**config.mk**
```make
export PLATFORM = sky130hd
export DESIGN_NAME = rgb_cmd_sequencer_flat
export DESIGN_NICKNAME = d
export VERILOG_FILES = /design/src/rtl/rgb_cmd_sequencer_if.sv /design/src/rtl/rgb_cmd_sequencer.sv /design/src/flat_wrapper.sv
export SDC_FILE = /design/constraint.sdc
export NUM_CORES = 1
export LEC_CHECK = 0
export BUFFER_PORTS_ARGS = -buffer_cell sky130_fd_sc_hd__buf_2
export CAP_MARGIN = 5
export CORE_UTILIZATION = 30
export CTS_CLUSTER_DIAMETER = 80
export DETAILED_ROUTE_END_ITERATION = 10
export PLACE_DENSITY = 0.5
export SLEW_MARGIN = 20
export SYNTH_ARGS = -nofsm -noshare
export SYNTH_HDL_FRONTEND = slang
export SYNTH_SLANG_ARGS = --single-unit
```
**constraint.sdc**
```tcl
create_clock -name int_clk -period 13 [get_ports int_clk]
set_input_delay 1.3 -clock int_clk [delete_from_list [all_inputs] [get_ports int_clk]]
set_output_delay 1.3 -clock int_clk [all_outputs]
set_load 0.01 [all_outputs]
```
**src/rtl/rgb_cmd_sequencer_if.sv**
```systemverilog
// rgb_cmd_sequencer_if: received-byte stream from the UART receiver into the sequencer.
interface rgb_cmd_sequencer_if;
  logic [7:0] rx_data;
  logic       rx_data_ready;
  modport master (output rx_data, rx_data_ready);
  modport slave  (input  rx_data, rx_data_ready);
endinterface

```
**src/rtl/rgb_cmd_sequencer.sv**
```systemverilog
// rgb_cmd_sequencer: parses colour/duration byte pairs into a FIFO and plays them on two active-low RGB LEDs.
// Define RGB_PWM_EN to dim lit LEDs to a 25% duty cycle with a free-running 8-bit counter.
module rgb_cmd_sequencer #(
  parameter int CLK_FREQ = 12000000,
  parameter int TICK_HZ  = 10,
  parameter int DEPTH    = 8
) (
  input  logic                       int_clk,
  input  logic                       rst,
  rgb_cmd_sequencer_if.slave         rx,
  output logic                       rgb1_red,
  output logic                       rgb1_green,
  output logic                       rgb1_blue,
  output logic                       rgb2_red,
  output logic                       rgb2_green,
  output logic                       rgb2_blue,
  output logic                       busy,
  output logic                       q_full,
  output logic                       err
);
  localparam int CYC = CLK_FREQ / TICK_HZ;
  localparam int TW  = $clog2(9 * CYC + 1);
  localparam int AW  = $clog2(DEPTH);
  localparam int CW  = AW + 1;
  typedef enum logic       {P_CMD, P_DUR} p_t;
  typedef enum logic [1:0] {S_IDLE, S_RUN, S_HOLD} s_t;
  p_t            p, p_n;
  s_t            s, s_n;
  logic [2:0]    col_l, col_n, led, led_n, col_of;
  logic [6:0]    mem [DEPTH];
  logic [AW-1:0] wp, rp;
  logic [CW-1:0] count;
  logic [TW-1:0] timer, timer_n;
  logic [7:0]    b;
  logic [3:0]    dig;
  logic          is_col, is_dig, push, flush, bad, wr, pop, expire, gate;
  assign b      = rx.rx_data;
  assign is_col = b inside {"r", "g", "b", "w", "k"};
  assign is_dig = b >= "0" && b <= "9";
  assign dig    = 4'(b - "0");
  assign col_of = b == "r" ? 3'b100 : b == "g" ? 3'b010 : b == "b" ? 3'b001 :
                  b == "w" ? 3'b111 : 3'b000;
  always_comb begin
    p_n   = p;
    col_n = col_l;
    push  = 1'b0;
    flush = 1'b0;
    bad   = 1'b0;
    if (rx.rx_data_ready) begin
      if (b == "x") begin
        flush = 1'b1;
        p_n   = P_CMD;
      end else if (p == P_CMD) begin
        col_n = is_col ? col_of : col_l;
        p_n   = is_col ? P_DUR : P_CMD;
        bad   = !is_col;
      end else begin
        p_n  = P_CMD;
        push = is_dig;
        bad  = !is_dig;
      end
    end
  end
  // a full queue drops the new entry even if an entry leaves this same cycle
  assign q_full = count == CW'(DEPTH);
  assign wr     = push && !q_full;
  assign expire = s == S_RUN && timer == TW'(1);
  assign pop    = !flush && |count && (s != S_RUN || expire);
  assign busy   = s != S_IDLE;
  always_comb begin
    s_n     = flush ? S_IDLE : pop ? (|mem[rp][3:0] ? S_RUN : S_HOLD) : expire ? S_IDLE : s;
    timer_n = flush ? '0 : pop ? TW'(int'(mem[rp][3:0]) * CYC) :
              (s == S_RUN && |timer) ? timer - TW'(1) : timer;
    led_n   = flush ? 3'b111 : pop ? ~mem[rp][6:4] : expire ? 3'b111 : led;
  end
  always_ff @(posedge int_clk or posedge rst)
    if (rst) begin
      p     <= P_CMD;
      s     <= S_IDLE;
      col_l <= '0;
      led   <= 3'b111;
      timer <= '0;
      wp    <= '0;
      rp    <= '0;
      count <= '0;
      err   <= 1'b0;
    end else begin
      p     <= p_n;
      s     <= s_n;
      col_l <= col_n;
      led   <= led_n;
      timer <= timer_n;
      err   <= bad || (push && q_full);
      wp    <= flush ? '0 : wp + AW'(wr);
      rp    <= flush ? '0 : rp + AW'(pop);
      count <= flush ? '0 : count + CW'(wr) - CW'(pop);
    end
  always_ff @(posedge int_clk)
    if (wr) mem[wp] <= {col_l, dig};
`ifdef RGB_PWM_EN
  logic [7:0] pwm;
  always_ff @(posedge int_clk or posedge rst)
    if (rst) pwm <= '0;
    else pwm <= pwm + 8'd1;
  assign gate = |pwm[7:6];
`else
  assign gate = 1'b0;
`endif
  assign {rgb1_red, rgb1_green, rgb1_blue} = led | {3{gate}};
  assign {rgb2_red, rgb2_green, rgb2_blue} = led | {3{gate}};
endmodule

```
**src/flat_wrapper.sv**
```systemverilog
// flat-port wrapper written by rule: the top's interface ports become plain ports
module rgb_cmd_sequencer_flat 
#(
  parameter int CLK_FREQ = 12000000,
  parameter int TICK_HZ  = 10,
  parameter int DEPTH    = 8
)
  (int_clk, rst, rgb1_red, rgb1_green, rgb1_blue, rgb2_red, rgb2_green, rgb2_blue, busy, q_full, err, rx_rx_data, rx_rx_data_ready);
  rgb_cmd_sequencer_if rx_i ();
  input  logic int_clk;
  input  logic rst;
  output logic rgb1_red;
  output logic rgb1_green;
  output logic rgb1_blue;
  output logic rgb2_red;
  output logic rgb2_green;
  output logic rgb2_blue;
  output logic busy;
  output logic q_full;
  output logic err;
  input wire logic [$bits(rx_i.rx_data)-1:0] rx_rx_data;
  input wire logic [$bits(rx_i.rx_data_ready)-1:0] rx_rx_data_ready;
  assign rx_i.rx_data = rx_rx_data;
  assign rx_i.rx_data_ready = rx_rx_data_ready;
  rgb_cmd_sequencer #(.CLK_FREQ(CLK_FREQ), .TICK_HZ(TICK_HZ), .DEPTH(DEPTH)) u_core (.int_clk(int_clk), .rst(rst), .rx(rx_i), .rgb1_red(rgb1_red), .rgb1_green(rgb1_green), .rgb1_blue(rgb1_blue), .rgb2_red(rgb2_red), .rgb2_green(rgb2_green), .rgb2_blue(rgb2_blue), .busy(busy), .q_full(q_full), .err(err));
endmodule
```
Word level (Yosys, flattened, before mapping) --
Memory sizes are Yosys's and may differ from the RTL's. Cells that the tools add are included.
Word-level totals: bits in registers 44, bits of input ports 11, memories kept 1, output and inout bits 9, bits in writable memories 56
Memories:
- u_core.mem | words 8, bits a word 7, read ports 1, clocked after memory_dff 0, write ports 1, line rgb_cmd_sequencer.sv:30 | logic [6:0] mem [DEPTH];
Operators by class: multiplexer cells 30, magnitude comparators 2, $add $sub $neg 6, bitwise logic cells 3, reductions and logical operators 21, multipliers 1, eq/ne operators 10
Operators by type and width (count):
- two-way mux 24 bit | 3
- equality test 8 x 7 -> 1 bit, second input constant | 6
- two-way mux 3 bit | 9
- equality test 24 x 1 -> 1 bit, second input constant | 1
- OR reduction 24 bit | 1
- subtractor 24 x 1 -> 24 bit, second input constant | 1
- multiplier 4 x 14 -> 17 bit, second input constant | 1
- two-way mux 1 bit | 13
- greater-or-equal comparator 8 x 6 -> 1 bit, second input constant | 1
- less-or-equal comparator 8 x 6 -> 1 bit, second input constant | 1
- two-way mux 2 bit | 4
- OR reduction 4 bit | 2
- logical AND 1 bit | 7
- adder 3 x 1 -> 3 bit | 2
- nonzero test 3 bit | 2
- nonzero test 5 bit | 1
- adder 4 x 1 -> 4 bit | 1
- equality test 4 bit, second input constant | 1
- zero test 1 bit | 4
- two-way mux 4 bit | 1
- AND reduction 4 bit | 1
- subtractor 4 x 1 -> 4 bit | 1
- subtractor 4 x 1 -> 4 bit, second input constant | 1
- inverter 3 bit | 1
- other kinds (5) | 7

Depth between registers and ports, before layout --
Gate-level depths: netlist of run 1.
depth in word-level cells 9, depth in mapped cells 15, mapped depth without buffers 14

Worst setup path after synthesis of run 1 --
No wires, ideal clock.
path kind register to register, start point register u_core.rp[0], end point register u_core.timer[18], slack 8127 ps, arrival 4739 ps, clock period less this slack 4873 ps, cell stages (with the launch flop) 16, required time 12866 ps, path buffers 1, path through dfrtp_1 -> clkbuf_1 -> mux4_2 -> mux2i_1 -> inv_1 -> fa_1 -> inv_1 -> fa_1 -> inv_1 -> ha_1 -> a21o_1 -> a221oi_1 -> and4b_1 -> o311ai_0 -> xor2_1 -> o21ai_0
On the way: longest elaborated chain between the ends 4
Ends and longest elaborated chain:
- from (decl) | line rgb_cmd_sequencer.sv:31 | logic [AW-1:0] wp, rp;
- from (signal assigned) | line rgb_cmd_sequencer.sv:95 | rp <= flush ? '0 : rp + AW'(pop);
- memory read (8 x 7 bit)
- multiplier 4 x 14 -> 17 bit | line rgb_cmd_sequencer.sv:72 | timer_n = flush ? '0 : pop ? TW'(int'(mem[rp][3:0]) * CYC) :
- two-way mux 24 bit (2 in a row) | line rgb_cmd_sequencer.sv:72
- to (signal assigned) | line rgb_cmd_sequencer.sv:92 | timer <= timer_n;
- to (decl) | line rgb_cmd_sequencer.sv:33 | logic [TW-1:0] timer, timer_n;
Every way passes these cells. A chain may end at the register's enable or synchronous reset.

Worst setup path after layout of run 1 --
Ends and elaborated chain as after synthesis.

==> results of run 1 <==
==> per-stage QoR <==
stage / utilization [%] / cell area, um2 / instances
CTS: 34.8 / 6110 / 698
detailed placement: 33.3 / 5840 / 682
global route: 34.9 / 6110 / 698
floorplan: - / 5450 / 445
finish: 34.9 / 6110 / 698
global placement: 33.2 / 5820 / 682
==> layout make-up <==
class                   count  area share, %
clock buffers              11           3.81
clock inverters             5          0.614
inverters                  28           1.74
multi-input cells         303           41.2
flip-flops and latches    100           45.6
well taps                 225           4.60
repair buffers             26           2.42
==> cells by family (layout without fill, tap and decap cells) <==
logic type                 after synthesis  after routing  synth area share [%]
adders and majority gates               37             37                  9.45
AOI/OAI and AO/OA                       65             65                  8.60
xor gates and xnor gates                26             26                  4.18
DFF                                    100            100                  51.1
and+or+nand+nor                        149            149                  15.4
buffers and inverters                   42             70                  3.17
muxes                                   26             26                  8.12
==> layer usage <==
layer  vias to the layer above  global-route usage (%)  wire length, um
met2                        74                    23.8             6060
met5                         -                       0                0
met1                      1781                    18.1             5520
li1                       1723                       -                -
met3                         9                    3.26              461
met4                         0                    4.15              105
==> path summary, 6_finish.rpt <==
path	start	endpoint	slack, ns	cells after the start
worst min-delay path	u_core.p$_DFFE_PP0P_	u_core.p$_DFFE_PP0P_	0.54	1
worst max-delay path	u_core.rp[0]$_DFF_PP0_	u_core.timer[18]$_DFFE_PP0P_	7.18	14
worst min register to register	u_core.p$_DFFE_PP0P_	u_core.p$_DFFE_PP0P_	0.54	1
worst max register to register	u_core.rp[0]$_DFF_PP0_	u_core.timer[18]$_DFFE_PP0P_	7.18	14
min in group asynchronous	rst	u_core.s[1]$_DFFE_PP0P_	1.08	2
max in group asynchronous	rst	u_core.timer[18]$_DFFE_PP0P_	11.43	2
==> state kept, by name, indices dropped and copies added (netlist names) <==
name and flops:
u_core.mem 56, u_core.timer 24, u_core.count 4, u_core.col_l 3, u_core.led 3, u_core.rp 3, u_core.wp 3, u_core.s 2
u_core.err 1, u_core.p 1
==> synth_stat cells (all sizes together), types with 5 or more instances <==
| library cell | instances | area, um2 |
|---|---|---|
| inv | 28 | 105 |
| xor2 | 12 | 105 |
| nor3 | 21 | 110 |
| xnor2 | 14 | 123 |
| nor2 | 38 | 143 |
| nand2 | 13 | 48.8 |
| ha | 30 | 375 |
| clkbuf | 7 | 26.3 |
| a211oi | 9 | 67.6 |
| dfrtp | 41 | 1030 |
| and2 | 10 | 62.6 |
| o22ai | 5 | 31.3 |
| mux2i | 6 | 60.1 |
| nand4b | 5 | 43.8 |
| mux2 | 6 | 67.6 |
| or2 | 5 | 31.3 |
| nor3b | 6 | 45.0 |
| a21oi | 11 | 55.1 |
| mux4 | 14 | 315 |
| buf | 7 | 41.3 |
| o21ai | 8 | 40.0 |
| edfxtp | 56 | 1680 |
| fa | 7 | 140 |
| nand3 | 14 | 70.1 |
| nor4 | 9 | 71.3 |
| or4 | 6 | 48.8 |
==> critical path, cell delays in order, from the launching register on <==
cell	delay [ns]
dfrtp_1	0.92
mux4_2	0.59
mux2i_1	0.55
inv_1	0.38
fa_1	0.66
inv_1	0.10
fa_1	0.57
inv_1	0.06
ha_1	0.29
a21o_1	0.17
a221oi_1	0.40
and4b_1	0.30
o311ai_0	0.42
xor2_1	0.19
o21ai_0	0.08
==> impl_metrics.toml, run 1 <==
[sta]
rsz0062_at_grt = "no"
fin_crit_ns = 5.82
tightestPinTransition_ns = 1.09
setup_viol = 0
fin_worst_skew_ns = 0.00780
tns_ns = 0
hold_slack_ns = 0.539
timing.final.crit_share_pct = 44.7
slew-limit-headroom_pct = 27.0
hold_violations = 0
max_freq_mhz = 172
fin_ws_ns = 7.18
drv_slew = 0

[yosys]
ys_seq_elements = 100
seq_area_frac_synth_pct = 51.1
netlist_area_um2 = 5450
syn_inst = 445
synth-edff-count = 56
synth_area_per_cell_um2 = 12.3
yosysUniqueCellTypes = 62
synthArstFlopShare_pct = 44.0
synthFlopType = "edfxtp_1"
yosysWarnings = 0
synthesis.nets = 493

[cts]
worstSkewPairLatency_ns = 0.34
path_clk_slew_ns = 0.07
cts_sinks = 100
cts_max_level = 3
post-cts-setup-buffers = 0
cts_resized = 0
ctsHoldBuffers = 0
cts_tree = "done"
numCtsBuffers = 9
cts_root_buf = "clkbuf_16"
cts.path.max_buffers = 2

[hold_path]
hold_path_class = "flip-flop to flip-flop"

[global_routing]
antenna_found_initial = 0
grt_overflow_total = 0
grt_util_all_layers_pct = 14.2
grt_pass1_vias = 3603
grt_first_pass_wirelength_um = 19700
grt_max_degree = 45

[detailed_routing]
vias = 3587
first_iter_violations = 251
route.detailed.drc = 0
wl_um = 12200
drtPass1Iterations = 4
avgRoutedWirePerCell_um = 17.4
vias_per_cell = 5.14
ant_nets = 0

[floorplanning]
ios = 20
floorplan.die.height_um = 137
dieArea_um2 = 18700
start_util_pct = 31.1
die_w_um = 137
fp-row-count = 48
core_area_um2 = 17500

[cells_and_area]
nFillCells = 1735
layout.nets = 516
diodes = 0
drive_above_1_share_pct = 16.5
final_common_cell = "edfxtp_1"
regArea_um2 = 2790
layout_common_cells = "56 x edfxtp_1, 41 x dfrtp_1, 38 x nor2_1, 30 x ha_1, 27 x inv_1"
multi_input_area_um2 = 2520
synthToLayoutAreaGrowth_pct = 12.1

[critical_path]
cp-start-kind = "flip-flop"
cp-end-kind = "flip-flop"
crit_fanout = 15
arrival_ns = 6.02
worst-setup-path-type = "flip-flop to flip-flop"
critical_path_required_ns = 13.21

[placed_design]
place_congestion = 0.845
port_buffers = 19
dpl.hpwl_um = 8510
dp_slack_ns = 7.11

[job]
maxCapViolations = 0

[outcome]
status = "complete, no violations"
Power of run 1 is left out: the tool's default activity adds up to more than one toggle a clock period on the data nets, which glitch-free logic cannot reach.
==> run 2: changes to the inputs <==
Clock period 13 ns to 5.6 ns, I/O delays scaled along.
==> run 2 against run 1 <==
Net effect:
- via count is 0.11% higher
- worst setup slack got worse by 6.6 ns
- critical path depth increased by 2
- count of clock-buffer cells in the layout fell by 1
- final cell count grew 0.57%
==> impl_metrics.toml, run 2 (same netlist as run 1, synthesis figures left out) <==
[critical_path]
critical_path_required_ns = 5.82
cp-start-kind = "flip-flop"
crit_top_cell = "inv_1"
crit_fanout = 10
critical_path.cell_chain = "mux4_2 -> mux2i_1 -> buf_4 -> inv_1 -> buf_4 -> fa_1 -> inv_1 -> fa_1 -> inv_1 -> ha_1 -> a21o_1 -> a221oi_1 -> and4b_1 -> o311ai_0 -> xor2_1 -> o21ai_0"
arrival_ns = 5.27
slowest_stage = "dfrtp_1"
path_delay_family = "adder cells"
cp_slowest_stage_delay_ns = 0.69
worst-setup-path-type = "flip-flop to flip-flop"
ff2ff_path_depth = 16
cp.depth = 16
path_buf_inv = 5
cp-end-kind = "flip-flop"
reg2reg_slack_ns = 0.55

[sta]
rsz0062_at_grt = "no"
setup_viol = 0
hold_violations = 0
fin_ws_ns = 0.548
slew-limit-headroom_pct = 36.1
tightestPinTransition_ns = 0.954
tns_ns = 0
max_freq_mhz = 198
fin_crit_ns = 5.05
timing.final.crit_share_pct = 90.2
fin_worst_skew_ns = 0.00710
drv_slew = 0

[global_routing]
grt_overflow_total = 0
grt_util_all_layers_pct = 14.4
grt_pass1_vias = 3727
grt_first_pass_wirelength_um = 20000
grt_max_degree = 45
antenna_found_initial = 0

[cells_and_area]
synthToLayoutAreaGrowth_pct = 13.0
largest_register_ff_count = 56
top_register = "u_core.mem"
stdcell_count = 702
layout.nets = 520
top_regs = "u_core.mem x56, u_core.timer x24, u_core.count x4"
layout_common_cells = "56 x edfxtp_1, 41 x dfrtp_1, 38 x nor2_1, 30 x ha_1, 27 x inv_1"
diodes = 0
final_common_cell = "edfxtp_1"
drive_above_1_share_pct = 17.6
nFillCells = 1742

[hold_path]
hold_path_class = "primary input to async pin"

[detailed_routing]
ant_nets = 0
drtPass1Iterations = 5
wl_um = 12100
vias = 3591
avgRoutedWirePerCell_um = 17.2
first_iter_violations = 175
vias_per_cell = 5.12
route.detailed.drc = 0

[floorplanning]
floorplan.die.height_um = 137
core_area_um2 = 17500
die_w_um = 137
dieArea_um2 = 18700
start_util_pct = 31.1
fp-row-count = 48
ios = 20

[cts]
cts_tree = "done"
post-cts-setup-buffers = 0
ctsHoldBuffers = 0
cts_root_buf = "clkbuf_16"
cts.path.max_buffers = 2
cts_resized = 0
numCtsBuffers = 9
path_clk_slew_ns = 0.07
cts_sinks = 100
cts_max_level = 3
worstSkewPairLatency_ns = 0.35

[placed_design]
dpl.hpwl_um = 8650
post-place-cells = 686
port_buffers = 19
place_congestion = 0.837
dp_slack_ns = 0.511

[outcome]
status = "complete, no violations"

[job]
maxCapViolations = 0
-- run 2: cell count changes in the layout (fill, tap and decap cells not counted), sizes merged --
cell / delta
buf: +4
clkbuf: -1
clkinv: +1
clkinvlp: -1
inv: +1
-- run 2: area by class of cell --
| class | count | area (um2) | share of cell area (%) |
|---|---|---|---|
| clock inverter | 6 | 56.3 | 0.913 |
| tap | 225 | 282 | 4.57 |
| sequential | 100 | 2790 | 45.2 |
| clock buffer | 10 | 229 | 3.71 |
| inverter | 28 | 106 | 1.73 |
| timing repair buffer | 30 | 178 | 2.88 |
| multi-input combinational | 303 | 2530 | 41.0 |
-- run 2: per-stage QoR --
step	hold WS, ns	instance area, um2	utilization [%]
floorplan	0.496	5450	-
global placement	0.516	5850	33.4
detailed placement	0.522	5870	33.4
CTS	0.487	6150	35.1
global route	0.390	6160	35.2
finish	0.337	6160	35.2
-- run 2: worst paths after layout --
path,endpoint,from
max,u_core.timer[18]$_DFFE_PP0P_,u_core.rp[0]$_DFF_PP0_
max reg2reg,u_core.timer[18]$_DFFE_PP0P_,u_core.rp[0]$_DFF_PP0_
min,u_core.timer[3]$_DFFE_PP0P_,rst
min reg2reg,u_core.s[1]$_DFFE_PP0P_,u_core.s[1]$_DFFE_PP0P_
min in group int_clk,u_core.s[1]$_DFFE_PP0P_,u_core.s[1]$_DFFE_PP0P_
max in group asynchronous,u_core.rp[2]$_DFF_PP0_,rst
-- run 2: metal layers --
metal	GRT usage, %	wire (um)	vias up	part of all wire (%)
met5	0	0	-	0
met4	4.58	181	0	1.5
met3	3.59	400	12	3.3
met2	24.1	6030	57	50
met1	18.2	5450	1804	45
li1	-	-	1718	-
Power of run 2 is left out for the same reason.
==> run 3: changes to the inputs <==
--- a/config.mk
+++ b/config.mk
@@ -9,6 +9,8 @@
 export CAP_MARGIN = 5
-export CORE_UTILIZATION = 30
+export CELL_PAD_IN_SITES_DETAIL_PLACEMENT = 1
+export CELL_PAD_IN_SITES_GLOBAL_PLACEMENT = 2
+export CORE_UTILIZATION = 25
 export CTS_CLUSTER_DIAMETER = 80
 export DETAILED_ROUTE_END_ITERATION = 10
-export PLACE_DENSITY = 0.5
+export PLACE_DENSITY = 0.56
 export SLEW_MARGIN = 20
==> constraint.sdc (replaced) <==
create_clock -name int_clk -period 5.6 [get_ports int_clk]
set_input_delay 1.12 -clock int_clk [delete_from_list [all_inputs] [get_ports int_clk]]
set_output_delay 1.12 -clock int_clk [all_outputs]
set_load 0.01 [all_outputs]
==> run 3 against run 2 <==
Net effect:
- critical path depth shrank 2
- die area grew 20%
- global-route usage shrank 0.88 points
- cell area grew 1.7%
- non-clock buffer count grew 2
- utilization shrank 5.6 points
- register-to-register slack gained 0.08 ns
- clock skew grew 0.0038 ns
- largest cell class unchanged
==> impl_metrics.toml, run 3 (same netlist as run 1, synthesis figures left out) <==
[critical_path]
critical_path_required_ns = 5.84
worst-setup-path-type = "flip-flop to flip-flop"
cp-start-kind = "flip-flop"
reg2reg_slack_ns = 0.63
crit_fanout = 12
ff2ff_path_depth = 14
cp-end-kind = "flip-flop"
r2r_start = "u_core.rp[0]$_DFF_PP0_"
r2r-end = "u_core.timer[18]$_DFFE_PP0P_"
arrival_ns = 5.21

[global_routing]
grt_max_degree = 45
grt_overflow_total = 0
grt_pass1_vias = 3858
grt_first_pass_wirelength_um = 22400
antenna_found_initial = 0
grt_util_all_layers_pct = 13.5

[hold_path]
whs_path_depth = 2
hold_path_class = "flip-flop to flip-flop"
min_to = "u_core.timer[5]$_DFFE_PP0P_"
worstHoldStart = "u_core.timer[5]$_DFFE_PP0P_"

[cts]
cts_tree = "done"
cts_resized = 0
post-cts-setup-buffers = 0
cts_root_buf = "clkbuf_16"
numCtsBuffers = 9
path_clk_slew_ns = 0.08
cts.path.max_buffers = 2
ctsHoldBuffers = 0
cts_sinks = 100
cts_max_level = 3
worstSkewPairLatency_ns = 0.36

[cells_and_area]
top_register = "u_core.mem"
final_util_pct = 29.6
diodes = 0
synthToLayoutAreaGrowth_pct = 15.0
layout_common_cells = "56 x edfxtp_1, 41 x dfrtp_1, 37 x nor2_1, 30 x ha_1, 27 x inv_1"
final_common_cell = "edfxtp_1"
stdcell_count = 754
largest_register_ff_count = 56
top_regs = "u_core.mem x56, u_core.timer x24, u_core.count x4"
layout.nets = 522
drive_above_1_share_pct = 18.2
fin_area_um2 = 6270

[sta]
timing.final.crit_share_pct = 88.8
drv_slew = 0
max_freq_mhz = 201
tns_ns = 0
slew-limit-headroom_pct = 35.2
fin_worst_skew_ns = 0.0109
tightestPinTransition_ns = 0.968
rsz0062_at_grt = "no"
hold_violations = 0
setup_viol = 0
fin_crit_ns = 4.97

[placed_design]
placed_cell_area_um2 = 5940
post-place-cells = 738
dpl.hpwl_um = 10100
port_buffers = 19
place_congestion = 0.765

[detailed_routing]
drtPass1Iterations = 4
wl_um = 14000
ant_nets = 0
route.detailed.drc = 0
vias_per_cell = 4.81
avgRoutedWirePerCell_um = 18.5
first_iter_violations = 251
vias = 3628
wl_met1_um = 6640
highest_layer = "met4"
wl_met3_um = 246
wl_met2_um = 6880

[job]
maxCapViolations = 0

[floorplanning]
dieArea_um2 = 22400
start_util_pct = 25.7
die_w_um = 150
ios = 20
fp-row-count = 53
floorplan.die.height_um = 150
core_area_um2 = 21200

[outcome]
status = "complete, no violations"
[run 3: cell count changes in the layout (fill, tap and decap cells not counted), moves of 2 or more]
cell      change
buf_4         +2
clkinv_8      +2
nor3b_1       -2
nor3b_2       +2
[run 3: metal layers]
layer / vias up / GRT usage (%)
met3: 11 / 2.47
met1: 1846 / 17.6
met5: - / 0
met4: 0 / 4.14
li1: 1732 / -
met2: 39 / 22.7
[run 3: cell type report]
class	count	area, um2
fillers	2357	14900
well taps	275	344
inverters	28	106
repair buffers	32	193
multi-input cells	303	2510
flip-flops and latches	100	2790
clock inverters	7	103
clock buffers	9	225
[run 3: per-stage QoR]
step / worst slack (ns) / hold slack, ns
floorplan: 0.727 / 0.496
global placement: 0.696 / 0.527
detailed placement: 0.572 / 0.524
CTS: 0.558 / 0.546
global route: 0.226 / 0.585
finish: 0.625 / 0.543
[run 3: worst max path at each step]
stage / to / start / cells past startpoint / slack [ns]
2_1_floorplan: u_core.timer[18]$_DFFE_PP0P_ / u_core.rp[0]$_DFF_PP0_ / 15 / 0.73
3_3_place_gp: u_core.timer[18]$_DFFE_PP0P_ / u_core.rp[0]$_DFF_PP0_ / 14 / 0.70
4_1_cts: u_core.timer[18]$_DFFE_PP0P_ / u_core.rp[0]$_DFF_PP0_ / 14 / 0.56
3_5_place_dp: u_core.timer[18]$_DFFE_PP0P_ / u_core.rp[0]$_DFF_PP0_ / 14 / 0.57
5_1_grt: u_core.timer[18]$_DFFE_PP0P_ / u_core.rp[0]$_DFF_PP0_ / 14 / 0.23
6_report: u_core.timer[18]$_DFFE_PP0P_ / u_core.rp[0]$_DFF_PP0_ / 14 / 0.63
[run 3: critical path, cell delays in order, from the launching register on]
cell and delay [ns]:
dfrtp_1 0.49, buf_4 0.30, mux4_2 0.53, mux2_2 0.40, fa_1 0.58, inv_1 0.10
fa_1 0.57, inv_1 0.06, ha_1 0.29, a21o_1 0.18, a221oi_1 0.40, and4b_1 0.29
o311ai_0 0.40, xor2_1 0.18, o21ai_0 0.08
Power of run 3 is left out for the same reason.
